## src/rtl/mem_pkg.sv

```systemverilog
// -----------------------------------------------------------------------------
// mem_pkg
// Shared types and constants for the mem_pipe memory block.
//   mem_state_e : clear-engine / request FSM states
//   RD_LAT_MIN/RD_LAT_MAX : legal read-latency range
//   depth()     : number of words addressed by an ADDR_W-bit address
// -----------------------------------------------------------------------------
package mem_pkg;

    typedef enum logic {
        MS_CLEAR,
        MS_READY
    } mem_state_e;

    localparam int RD_LAT_MIN = 1;
    localparam int RD_LAT_MAX = 4;

    function automatic int depth(input int addr_w);
        return 1 << addr_w;
    endfunction

endpackage

```

## src/rtl/mem_pipe_if.sv

```systemverilog
// -----------------------------------------------------------------------------
// mem_pipe_if
// Memory bus between a requester (master) and mem_pipe (slave).
//   clr       : clear request (master -> slave)
//   req_valid : request present; read/write select the operation
//   req_ready : slave can accept a request
//   addr      : word address
//   data_in   : write data
//   data_out  : read data, holds the last read value
//   rd_valid  : one-cycle strobe when data_out carries new read data
//   busy      : clear engine active
//   err       : sticky illegal-request flag
// -----------------------------------------------------------------------------
interface mem_pipe_if #(
    parameter int DATA_W = 8,
    parameter int ADDR_W = 5
);
    logic              clr;
    logic              req_valid;
    logic              req_ready;
    logic              read;
    logic              write;
    logic [ADDR_W-1:0] addr;
    logic [DATA_W-1:0] data_in;
    logic [DATA_W-1:0] data_out;
    logic              rd_valid;
    logic              busy;
    logic              err;

    modport master (
        output clr, req_valid, read, write, addr, data_in,
        input  req_ready, data_out, rd_valid, busy, err
    );

    modport slave (
        input  clr, req_valid, read, write, addr, data_in,
        output req_ready, data_out, rd_valid, busy, err
    );
endinterface

```

## src/rtl/mem_rd_pipe.sv

```systemverilog
// -----------------------------------------------------------------------------
// mem_rd_pipe
// RD_LAT-stage valid/data delay line for the read path.
//   clk     : clock
//   flush_i : synchronous flush, active-high; clears valids and data
//   vld_i   : new read data presented this cycle
//   data_i  : read data
//   vld_o   : valid leaving the last stage
//   data_o  : data of the last stage; holds the last valid value
// Each stage only reloads its data when a valid word arrives, so the last
// stage naturally holds the most recent read result between reads.
// -----------------------------------------------------------------------------
module mem_rd_pipe #(
    parameter int DATA_W = 8,
    parameter int RD_LAT = 1
) (
    input  logic              clk,
    input  logic              flush_i,
    input  logic              vld_i,
    input  logic [DATA_W-1:0] data_i,
    output logic              vld_o,
    output logic [DATA_W-1:0] data_o
);

    genvar gi;
    generate
        for (gi = 0; gi < RD_LAT; gi++) begin : g_stage
            logic              vld_q;
            logic [DATA_W-1:0] data_q;
            logic              vld_in;
            logic [DATA_W-1:0] data_in;

            if (gi == 0) begin : g_head
                assign vld_in  = vld_i;
                assign data_in = data_i;
            end else begin : g_link
                assign vld_in  = g_stage[gi-1].vld_q;
                assign data_in = g_stage[gi-1].data_q;
            end

            always_ff @(posedge clk) begin
                if (flush_i) begin
                    vld_q  <= 1'b0;
                    data_q <= '0;
                end else begin
                    vld_q <= vld_in;
                    if (vld_in) begin
                        data_q <= data_in;
                    end
                end
            end
        end
    endgenerate

    assign vld_o  = g_stage[RD_LAT-1].vld_q;
    assign data_o = g_stage[RD_LAT-1].data_q;

endmodule

```

## src/rtl/mem_pipe.sv

```systemverilog
// -----------------------------------------------------------------------------
// mem_pipe
// Parametrised single-port synchronous memory with request handshake,
// RD_LAT-cycle read pipeline, hardware clear engine and sticky error flag.
//   clk  : clock, all state changes on posedge
//   rst_ : synchronous reset, active-low; flushes reads, clears err and
//          restarts the clear engine from word 0
//   bus  : mem_pipe_if slave port (handshake, data, status)
// The word array is kept as memory[0:DEPTH-1] so it can be inspected
// hierarchically.
// -----------------------------------------------------------------------------
module mem_pipe
    import mem_pkg::*;
#(
    parameter int DATA_W = 8,
    parameter int ADDR_W = 5,
    parameter int RD_LAT = 1
) (
    input  logic        clk,
    input  logic        rst_,
    mem_pipe_if.slave   bus
);

    localparam int DEPTH = depth(ADDR_W);

    if (RD_LAT < RD_LAT_MIN || RD_LAT > RD_LAT_MAX) begin : g_bad_rd_lat
        $fatal(1, "mem_pipe: RD_LAT must be within 1..4");
    end
    if (DATA_W < 1 || DATA_W > 64) begin : g_bad_data_w
        $fatal(1, "mem_pipe: DATA_W must be within 1..64");
    end

    logic [DATA_W-1:0] memory [0:DEPTH-1];

    mem_state_e        state_q, state_d;
    logic [ADDR_W-1:0] ptr_q, ptr_d;
    logic              err_q, err_d;

    logic              accept;
    logic              op_rd;
    logic              op_wr;
    logic              op_bad;
    logic              mem_we;
    logic [ADDR_W-1:0] mem_waddr;
    logic [DATA_W-1:0] mem_wdata;
    logic              pipe_vld;
    logic [DATA_W-1:0] pipe_data;

    // Requests arriving in a reset cycle are dropped so reset never
    // races a write or a pipeline entry.
    assign accept = bus.req_valid && bus.req_ready && rst_;
    assign op_rd  = accept &&  bus.read && !bus.write;
    assign op_wr  = accept && !bus.read &&  bus.write;
    assign op_bad = accept && (bus.read == bus.write);

    always_comb begin
        state_d       = state_q;
        ptr_d         = ptr_q;
        bus.busy      = 1'b0;
        bus.req_ready = 1'b0;
        mem_we        = 1'b0;
        mem_waddr     = bus.addr;
        mem_wdata     = bus.data_in;

        case (state_q)
            MS_CLEAR: begin
                bus.busy  = 1'b1;
                mem_we    = 1'b1;
                mem_waddr = ptr_q;
                mem_wdata = '0;
                ptr_d     = ptr_q + 1'b1;
                if (ptr_q == ADDR_W'(DEPTH - 1)) begin
                    state_d = MS_READY;
                end
            end
            MS_READY: begin
                bus.req_ready = 1'b1;
                mem_we        = op_wr;
                // The request of this cycle still executes; the clear
                // starts on the following cycle.
                if (bus.clr) begin
                    state_d = MS_CLEAR;
                    ptr_d   = '0;
                end
            end
            default: begin
                state_d = MS_CLEAR;
                ptr_d   = '0;
            end
        endcase
    end

    assign err_d = err_q || op_bad;

    always_ff @(posedge clk) begin
        if (!rst_) begin
            state_q <= MS_CLEAR;
            ptr_q   <= '0;
            err_q   <= 1'b0;
        end else begin
            state_q <= state_d;
            ptr_q   <= ptr_d;
            err_q   <= err_d;
        end
    end

    always_ff @(posedge clk) begin
        if (mem_we && rst_) begin
            memory[mem_waddr] <= mem_wdata;
        end
    end

    // Stage 0 of the pipe captures the array at the acceptance edge,
    // which acts as the registered read port.
    mem_rd_pipe #(
        .DATA_W (DATA_W),
        .RD_LAT (RD_LAT)
    ) u_rd_pipe (
        .clk     (clk),
        .flush_i (!rst_),
        .vld_i   (op_rd),
        .data_i  (memory[bus.addr]),
        .vld_o   (pipe_vld),
        .data_o  (pipe_data)
    );

    assign bus.rd_valid = pipe_vld;
    assign bus.data_out = pipe_data;
    assign bus.err      = err_q;

endmodule
```

## src/flat_wrapper.sv

```systemverilog
// flat-port wrapper written by rule: the top's interface ports become plain ports
module mem_pipe_flat import mem_pkg::*;
#(
    parameter int DATA_W = 8,
    parameter int ADDR_W = 5,
    parameter int RD_LAT = 1
)
  (clk, rst_, bus_clr, bus_req_valid, bus_read, bus_write, bus_addr, bus_data_in, bus_req_ready, bus_data_out, bus_rd_valid, bus_busy, bus_err);
  mem_pipe_if #(.DATA_W(DATA_W), .ADDR_W(ADDR_W)) bus_i ();
  input  logic clk;
  input  logic rst_;
  input wire logic [$bits(bus_i.clr)-1:0] bus_clr;
  input wire logic [$bits(bus_i.req_valid)-1:0] bus_req_valid;
  input wire logic [$bits(bus_i.read)-1:0] bus_read;
  input wire logic [$bits(bus_i.write)-1:0] bus_write;
  input wire logic [$bits(bus_i.addr)-1:0] bus_addr;
  input wire logic [$bits(bus_i.data_in)-1:0] bus_data_in;
  output wire logic [$bits(bus_i.req_ready)-1:0] bus_req_ready;
  output wire logic [$bits(bus_i.data_out)-1:0] bus_data_out;
  output wire logic [$bits(bus_i.rd_valid)-1:0] bus_rd_valid;
  output wire logic [$bits(bus_i.busy)-1:0] bus_busy;
  output wire logic [$bits(bus_i.err)-1:0] bus_err;
  assign bus_i.clr = bus_clr;
  assign bus_i.req_valid = bus_req_valid;
  assign bus_i.read = bus_read;
  assign bus_i.write = bus_write;
  assign bus_i.addr = bus_addr;
  assign bus_i.data_in = bus_data_in;
  assign bus_req_ready = bus_i.req_ready;
  assign bus_data_out = bus_i.data_out;
  assign bus_rd_valid = bus_i.rd_valid;
  assign bus_busy = bus_i.busy;
  assign bus_err = bus_i.err;
  mem_pipe #(.DATA_W(DATA_W), .ADDR_W(ADDR_W), .RD_LAT(RD_LAT)) u_core (.clk(clk), .rst_(rst_), .bus(bus_i));
endmodule
```

## config.mk

```make
export PLATFORM = sky130hd
export DESIGN_NAME = mem_pipe_flat
export DESIGN_NICKNAME = d
export VERILOG_FILES = /design/src/rtl/mem_pkg.sv /design/src/rtl/mem_pipe_if.sv /design/src/rtl/mem_rd_pipe.sv /design/src/rtl/mem_pipe.sv /design/src/flat_wrapper.sv
export SDC_FILE = /design/constraint.sdc
export NUM_CORES = 1
export LEC_CHECK = 0
export CAP_MARGIN = 10
export CELL_PAD_IN_SITES_DETAIL_PLACEMENT = 0
export CELL_PAD_IN_SITES_GLOBAL_PLACEMENT = 2
export CORE_ASPECT_RATIO = 2
export CORE_MARGIN = 2
export CORE_UTILIZATION = 49
export DETAILED_ROUTE_END_ITERATION = 12
export GPL_TIMING_DRIVEN = 0
export PLACE_DENSITY = 0.84
export SYNTH_ARGS = -nofsm -noshare
export SYNTH_HDL_FRONTEND = slang
export SYNTH_HIERARCHICAL = 1
export SYNTH_SLANG_ARGS = --single-unit
export TNS_END_PERCENT = 30
```

## constraint.sdc

```tcl
create_clock -name clk -period 3.3 [get_ports clk]
set_clock_uncertainty 0.1 [all_clocks]
set_input_delay 0.33 -clock clk [delete_from_list [all_inputs] [get_ports clk]]
set_output_delay 0.33 -clock clk [all_outputs]
set_load 0.02 [all_outputs]
```

==> out/results.ini, run 1 <==
[status]
outcome=finished clean

[floorplan]
chipHeight_microns=213
die_w_microns=109
row_count=76
core_sq_um=21500
dieArea_sq_um=23200
ioPinCount=31
start_util=0.499

[route]
vias=5013
dr.pass1.iters=5
drc=0
wl_per_cell_microns=25.1
routed_wl_mm=21.4
ant_nets=0
avgViaCountPerCell=5.88
drt_iter0_drc=404

[timing]
rsz0062_at_grt=no
timing.final.hold_violations=0
slew_viol_final=0
tightest_slew_ns=1.21
fmax_mhz=338
setup_viol=0
finalCritPeriodShare=0.897
fin_ws_ns=0.338
finalCriticalPeriod_ns=2.96
slew_headroom=0.196

[yosys]
synth_edf_count=256
avgSynthCellArea_sq_um=21.1
syn_area_sq_um=10700
syn_inst=508
ys_warn_count=6
synth_async_sr_flop_share=0
synth_nets=529
yosysTopAreaCell=edfxtp_1
synth_area_leaders=edfxtp_1 72%, mux4_2 17%, dfxtp_1 3.0%, nor2_1 1.7%, mux2i_1 0.84%
synth_top_family_by_area=multiplexers
synth_ff_type=edfxtp_1
synth_compound_gate_area_share=0.0126
ys_seq_area_frac=0.746
muxShareOfSynthArea=0.186
synth-xor-area-share=0.000816
ys_types=31
synth_top_area_share=0.717
synthSimpleGateAreaFrac=0.0383
ys_ff_latch=272
synth_fa_ha_area_frac=0.00233

[clocking]
cts_tree=done
post_cts_buffers=0
cts.clk_slew.worst_paths_ns=0.07
cts.path.max_buffers=3
cts_num_sinks=272
cts_buffers=23
htreeDepth=1
cts_resized=0
clockRootBuffer=clkbuf_16
clk_latency_ns=0.51
cts-hold-fix-buffers=0

[worst_setup_path]
cp_data_arrival_time_ns=3.00
required_ns=3.33
cp_max_fo=10
crit_start=bus_addr[1]
r2r_start=u_core/state_q$_SDFF_PN0_
startpoint_type=primary input
rrSetupSlack_ns=0.38
crit_path_end_kind=flop
crit_type=primary input to flop

[job]
maxCapViolCount=0

[power_and_ir_drop]
ir_worst_vdd_mv=0.345
leakagePower_nw=3.83
p_per_area_nw_per_um2=552

[final_layout]
design_area_sq_um=12100
drive_gt1_frac=0.237
n_antenna_cell=0
fillers=1635
nNetsFinal=584
seq_area_sq_um=8010
area_growth_pct=13.2
multi_input_area_sq_um=2570

[min_path]
worstHoldStart=u_core/bus.err$_SDFF_PN0_
min_path_type=flop to flop

[placed_design]
pre_cts_ws_ns=-0.162
dp_hpwl_mm=15.3
globalplace.congestion=0.836
place_area_sq_um=11300
port_buffers=26

[global_route]
overflow=0
grt_pass1_wl_mm=32.1
grt_usage=0.194
antenna_found_initial=0
grt_max_degree=33
grt_pass1_vias=5306

## cell usage after synthesis (all sizes together), types with 3 or more instances
| library cell | instances |
|---|---|
| a21oi | 4 |
| and2 | 8 |
| and3 | 3 |
| and3b | 7 |
| buf | 8 |
| clkbuf | 20 |
| dfxtp | 16 |
| edfxtp | 256 |
| mux2 | 9 |
| mux2i | 9 |
| mux4 | 80 |
| nand2 | 3 |
| nor2 | 49 |
| nor3b | 6 |
| o21ai | 10 |
| o221ai | 4 |
## stage by stage
step	util	instances	power [mW]	setup TNS (ns)	hold WS, ns
finish	0.565	852	6.71	0	0.379
global route	0.565	852	6.91	0	0.409
CTS	0.562	848	6.77	0	0.383
detailed placement	0.527	807	4.14	-22.95	0.375
global placement	0.527	807	4.13	-13.12	0.360
floorplan	-	508	4.03	0	0.394
## report_power, final
part	internal, mW	switching (mW)	total (mW)	leakage [nW]
Combinational	0.158	0.151	0.309	0.945
Clock	1.49	1.16	2.65	0.361
Sequential	3.74	0.00919	3.75	2.52
## cells by family after synthesis
logic type                 Yosys count
adders and majority gates            2
DFF                                272
xor gates and xnor gates             1
and+or+nand+nor                     83
AOI/OAI and AO/OA                   22
muxes                               98
buffers and inverters               30
## placed cells by master (no fill, tap or decap), drive strengths merged
master and n:
edfxtp 256, mux4 80, nor2 49, clkbuf 49, clkdlybuf4s50 26, dfxtp 16
buf 11, o21ai 10, mux2i 9, mux2 9, clkinv 9, and2 8
and3b 7, nor3b 6, o221ai 4, a21oi 4, and3 3, nand2 3
clkinvlp 2, bufinv 2, nor3 2, a31oi 2, nor2b 2, a2bb2oi 2
ha 2, inv 2, nand4 1, nand3 1, or3 1, xnor2 1
## area by class of cell
class | instances | area share
Multi-Input combinational cell | 206 | 0.212
Clock inverter | 13 | 0.0103
Tap cell | 273 | 0.0281
Clock buffer | 28 | 0.0506
Sequential cell | 272 | 0.660
Timing Repair Buffer | 30 | 0.0272
Buffer | 28 | 0.0116
Inverter | 2 | 0.000618
## path summary, 6_finish.rpt
check,end,cells after the start
setup / recovery,u_core/memory[2][0]$_DFFE_PP_,6
hold reg to reg,u_core/bus.err$_SDFF_PN0_,2
setup reg to reg,u_core/memory[2][0]$_DFFE_PP_,5
hold / removal,u_core/bus.err$_SDFF_PN0_,2
## critical path, stage by stage
cell      delay (ns)
clkbuf_1        0.19
buf_2           0.34
clkbuf_1        0.53
and3b_1         0.26
o221ai_1        0.51
nor2_1          0.83
## state kept, by name (all words and copies together) (netlist names)
signal / flops
u_core/bus.err: 1
u_core/memory: 256
u_core/ptr_q: 5
u_core/state_q: 1
u_core/u_rd_pipe/data_o: 8
u_core/u_rd_pipe/vld_o: 1
## per-layer routing
metal  vias to the layer above  global-route usage  share of wire
met3                        21              0.0214          0.041
met1                      2634               0.221           0.35
li1                       2208                   -              -
met2                       150               0.369           0.58
met4                         0              0.0668          0.027
met5                         -                   0              0
Power figures use the tool's default switching activity.
==> inputs of run 2 (changes only) <==
- CORE_ASPECT_RATIO: 2 -> 0.8
- CORE_UTILIZATION: 49 -> 44
- PLACE_DENSITY: 0.84 -> 0.8
- RECOVER_POWER: unset -> 100
- clock period: 3.3 -> 2.7 ns (I/O delays scaled with it)
==> run 2 against run 1 <==
Compared with the run above: the flow now finishes with violations (setup timing); worst setup slack lost 0.34 ns; cell area grew 2.5%; first-iteration DRC count grew 42%; clock power grew 35%; combinational power grew 34%; sequential cell count is the same; wire length grew 10%; via count grew 4.6%; hold slack lost 0.042 ns; critical path depth shrank 3; largest cell class unchanged; sequential power grew 22%; critical path type is now flop to output port; largest power group unchanged.
==> out/results.ini, run 2 (synthesis gave the netlist of run 1 again) <==
[status]
outcome=finished, violations left
violations=setup timing

[placed_design]
globalplace.congestion=0.807  ; -3.4%
dp.cells=852  ; +5.6%
port_buffers=26  ; unchanged
pre_cts_ws_ns=-1.02  ; -0.855 ns
place_area_sq_um=11400  ; +0.50%
dp_hpwl_mm=14.9  ; -2.4%

[final_layout]
largest_reg_flops=256  ; unchanged
fillers=1922  ; +18%
nNetsFinal=588  ; +0.68%
most-common-layout-cells=256 x edfxtp_1, 80 x mux4_2, 28 x clkbuf_1
final_cells=903  ; +6.0%
drive_gt1_frac=0.301  ; +0.0642
utilization=0.516  ; -0.0488
n_antenna_cell=0  ; unchanged
design_area_sq_um=12400  ; +2.5%
final_common_cell=edfxtp_1
area_growth_pct=16.0
top_register=u_core/memory

[route]
dr.pass1.iters=4  ; -1
drt_iter0_drc=573  ; +42%
avgViaCountPerCell=5.81  ; -1.3%
ant_nets=0  ; unchanged
drc=0  ; unchanged
vias=5245  ; +4.6%
routed_wl_mm=23.6  ; +10%
wl_per_cell_microns=26.1  ; +3.9%

[timing]
finalCriticalPeriod_ns=2.70
rsz0062_at_grt=yes
setup_viol=1  ; +1
fin_ws_ns=-0.00120  ; -0.340 ns
fmax_mhz=370
finalCritPeriodShare=1.00
slew_viol_final=0  ; unchanged
finalSetupTns_ns=-0.00120  ; -0.00120 ns
tightest_slew_ns=1.07  ; -0.133 ns
slew_headroom=0.280  ; +0.0837
timing.final.hold_violations=0  ; unchanged

[worst_setup_path]
crit_type=flop to output port
cp_data_arrival_time_ns=2.33  ; -0.67 ns
rrSetupSlack_ns=0.08  ; -0.30 ns
cp_max_fo=10  ; unchanged
required_ns=2.33  ; -1.00 ns
crit_path_end_kind=output port
startpoint_type=flop

[clocking]
cts_num_sinks=272  ; unchanged
cts_buffers=27  ; +17%
cts.clk_slew.worst_paths_ns=0.06  ; about the same
htreeDepth=1  ; unchanged
cts.path.max_buffers=3  ; unchanged
cts_tree=done
clockRootBuffer=clkbuf_16
cts-hold-fix-buffers=0  ; unchanged
clk_latency_ns=0.53  ; +0.02 ns

[job]
maxCapViolCount=0  ; unchanged

[power_and_ir_drop]
ir_worst_vdd_mv=0.606  ; +76%
p_per_area_nw_per_um2=689  ; +25%
leakagePower_nw=3.91  ; +2.1%

[global_route]
grt_usage=0.190  ; -0.00451
grt_max_degree=33  ; unchanged
grt_pass1_vias=5235  ; -1.3%
overflow=0  ; unchanged
antenna_found_initial=1  ; +1
grt_pass1_wl_mm=34.1  ; +6.0%

[floorplan]
chipHeight_microns=144  ; -33%
start_util=0.445  ; -0.0544
dieArea_sq_um=25700  ; +11%
ioPinCount=31  ; unchanged
die_w_microns=179  ; +64%
row_count=51  ; -33%
core_sq_um=24100  ; +12%

[min_path]
min_path_type=primary input to flop

## run 2: path summary, 6_finish.rpt
| kind | start | end | depth (start not counted) |
|---|---|---|---|
| max | u_core/state_q$_SDFF_PN0_ | bus_busy | 3 |
| min | bus_req_valid | u_core/bus.err$_SDFF_PN0_ | 3 |
| max reg2reg | u_core/state_q$_SDFF_PN0_ | u_core/memory[1][1]$_DFFE_PP_ | 5 |
| min reg2reg | u_core/bus.err$_SDFF_PN0_ | u_core/bus.err$_SDFF_PN0_ | 2 |
## run 2: timing repair
action	CTS	global route
buffers inserted	0	4
setup endpoints to repair	512	241
resized for setup	27	34
pin swaps	0	6
## run 2: through the flow
| step | total power, mW | hold slack, ns |
|---|---|---|
| 6_report | 8.58 | 0.337 |
| 5_1_grt | 8.84 | 0.353 |
| 3_5_place_dp | 5.06 | 0.366 |
| 4_1_cts | 8.66 | 0.316 |
| 2_1_floorplan | 4.93 | 0.334 |
| 3_3_place_gp | 5.06 | 0.371 |
## run 2: power breakdown
part / switching, mW / internal (mW)
sequential: 0.0108 / 4.57
combinational: 0.212 / 0.201
clock: 1.47 / 2.11
## run 2: cell type report
type	instances	area [sq um]	area share
sequential	272	8010	0.643
multi-input combinational	206	2780	0.223
clock buffer	36	709	0.0570
tap	318	398	0.0320
timing repair buffer	30	282	0.0226
buffer	28	143	0.0115
clock inverter	11	124	0.00995
inverter	2	7.51	0.000603
## run 2: worst max-delay path: stages, from the launching register on
cell and delay, ns:
dfxtp_1 0.33, clkbuf_1 0.35, clkinv_1 0.46, clkdlybuf4s50_1 0.67
## run 2: per-layer routing
metal | vias to the layer above | routed length (microns) | track usage
li1 | 2226 | - | -
met1 | 2765 | 10300 | 0.287
met2 | 224 | 10800 | 0.291
met3 | 30 | 2120 | 0.0373
met4 | 0 | 350 | 0.0368
met5 | - | 0 | 0
==> inputs of run 3 (changes only) <==
- CORE_ASPECT_RATIO: 0.8 -> 2
- PLACE_DENSITY: 0.8 -> 0.79
- REMOVE_ABC_BUFFERS: unset -> 1
==> run 3 against run 2 <==
Compared with the run above: the run still ends with setup timing left; utilization shrank 0.85 points; wire length down 10%; non-clock buffer count down 21; maximum frequency down 0.69%; power shrank 3.9%; critical path depth rose by 1; critical path type is now primary input to flop; largest cell class unchanged; largest power group unchanged.
==> out/results.ini, run 3 (synthesis gave the netlist of run 1 again) <==
[floorplan]
row_count=80  ; +57%
chipHeight_microns=225  ; +56%
ioPinCount=31  ; unchanged
start_util=0.448  ; +0.00368
die_w_microns=114  ; -36%
core_sq_um=23900  ; -0.82%
dieArea_sq_um=25700  ; +0.26%

[worst_setup_path]
cp.depth=4  ; +1
crit_type=primary input to flop
startpoint_type=primary input
cp_num_buf_inv=1  ; -2
cpPeakStageDelay_ns=0.91  ; +0.24 ns
critical_path.top_delay_family=buffers and inverters
cp_data_arrival_time_ns=2.76  ; +0.43 ns
r2r_end=u_core/memory[4][0]$_DFFE_PP_
crit_path_end_kind=flop
path_cells=clkdlybuf4s50_1, mux2i_1, o21ai_0, nor2_1
crit_slowest_cell=clkdlybuf4s50_1
crit_start=bus_addr[4]
cp_max_fo=18  ; +8
rrSetupSlack_ns=0.05  ; -0.03 ns
r2r_start=u_core/state_q$_SDFF_PN0_
reg2reg_depth=3  ; -2
required_ns=2.74  ; +0.41 ns

[min_path]
min_path_type=primary input to flop
whs_endpoint=u_core/bus.err$_SDFF_PN0_
worstHoldStart=bus_req_valid
hold_path_depth=3  ; unchanged

[global_route]
grt_usage=0.172  ; -0.0179
grt_pass1_wl_mm=32.4  ; -4.9%
overflow=0  ; unchanged
grt_max_degree=69  ; +110%
antenna_found_initial=0  ; -1
grt_pass1_vias=5291  ; +1.1%

[route]
vias=4890  ; -6.8%
wl_per_cell_microns=25.0  ; -4.2%
avgViaCountPerCell=5.79  ; -0.25%
routed_wl_mm=21.1  ; -10%
ant_nets=0  ; unchanged
drc=0  ; unchanged
drt_iter0_drc=437  ; -24%
dr.pass1.iters=5  ; +1

[placed_design]
pre_cts_ws_ns=-0.792  ; +0.226 ns
place_area_sq_um=11300  ; -0.79%
globalplace.congestion=0.767  ; -5.0%
dp_hpwl_mm=13.8  ; -7.6%
port_buffers=30  ; +15%
dp.cells=799  ; -6.2%

[final_layout]
drive_gt1_frac=0.278  ; -0.0226
area_growth_pct=13.2
final_cells=844  ; -6.5%
n_antenna_cell=0  ; unchanged
largest_reg_flops=256  ; unchanged
most-common-layout-cells=256 x edfxtp_1, 80 x mux4_2, 30 x nor2_1
final_common_cell=edfxtp_1
nNetsFinal=562  ; -4.4%
design_area_sq_um=12100  ; -2.5%
top_register=u_core/memory

[clocking]
htreeDepth=1  ; unchanged
cts_tree=done
cts_buffers=22  ; -19%
clockRootBuffer=clkbuf_16
cts_num_sinks=272  ; unchanged
cts.clk_slew.worst_paths_ns=0.08  ; +0.02 ns
cts-hold-fix-buffers=0  ; unchanged
clk_latency_ns=0.52  ; about the same
cts.path.max_buffers=3  ; unchanged
cts_resized=7  ; -74%
post_cts_buffers=0  ; unchanged

[status]
violations=setup timing
outcome=finished, violations left

[power_and_ir_drop]
sequentialPowerShare=0.556  ; +0.022
ir_worst_vdd_mv=0.392  ; -35%
p_per_area_nw_per_um2=679  ; -1.5%
pwr-share-comb=0.045  ; -0.003
leakagePower_nw=3.85  ; -1.6%
clkPwrFrac=0.399  ; -0.019
swShare=0.197  ; -0.000541
p_switching_mw=1.62  ; -4.2%
intPower_mw=6.62  ; -3.8%

[timing]
slew_viol_final=0  ; unchanged
finalCriticalPeriod_ns=2.72  ; +0.0187 ns
tightest_slew_ns=1.20  ; +0.130 ns
finalCritPeriodShare=1.01  ; +0.00694
fmax_mhz=368  ; -0.69%
rsz0062_at_grt=yes
slew_headroom=0.198  ; -0.0821
finalSetupTns_ns=-0.179  ; -0.178 ns
setup_viol=17  ; +16
timing.final.hold_violations=0  ; unchanged
fin_ws_ns=-0.0199  ; -0.0187 ns

[job]
maxCapViolCount=0  ; unchanged

run 3: layout make-up:
| class | instances | area (sq um) |
|---|---|---|
| Tap cell | 287 | 359 |
| Multi-Input combinational cell | 206 | 2650 |
| Sequential cell | 272 | 8010 |
| Clock buffer | 25 | 583 |
| Timing Repair Buffer | 37 | 375 |
| Clock inverter | 15 | 163 |
| Fill cell | 1892 | 11800 |
| Inverter | 2 | 8.76 |
run 3: metrics by stage:
| stage | hold WS (ns) | util | power [mW] |
|---|---|---|---|
| after detailed placement | 0.360 | 0.472 | 5.05 |
| after global placement | 0.353 | 0.470 | 5.07 |
| after CTS | 0.316 | 0.505 | 8.34 |
| final | 0.346 | 0.508 | 8.24 |
| after floorplan | 0.334 | - | 4.87 |
| after global routing | 0.364 | 0.508 | 8.48 |
run 3: power groups by stage:
stage               sequential [mW]  clock, mW  combinational, mW
global route                   4.58       3.50              0.396
floorplan                      4.67          0              0.205
CTS                            4.58       3.38              0.378
finish                         4.58       3.29              0.374
global placement               4.67          0              0.394
detailed placement             4.67          0              0.373
run 3: worst max path at each step:
stage	end	slack (ns)
floorplan	u_core/memory[13][0]$_DFFE_PP_	0.08
global placement	u_core/memory[7][0]$_DFFE_PP_	-3.73
detailed placement	u_core/memory[7][0]$_DFFE_PP_	-0.79
CTS	u_core/memory[5][0]$_DFFE_PP_	-0.05
global route	u_core/memory[5][0]$_DFFE_PP_	-0.22
finish	u_core/memory[7][5]$_DFFE_PP_	-0.02
run 3: worst reg2reg max path, stage by stage, from the launching register on:
cell	delay, ns
dfxtp_2	0.71
nor3b_1	0.33
o221ai_2	0.37
nor2_1	0.77
run 3: layer usage:
| metal | routed length [microns] | global-route usage | vias to the layer above |
|---|---|---|---|
| met1 | 7920 | 0.202 | 2575 |
| met4 | 582 | 0.0598 | 0 |
| met5 | 0 | 0 | - |
| met2 | 11800 | 0.317 | 125 |
| li1 | - | - | 2160 |
| met3 | 843 | 0.0229 | 30 |
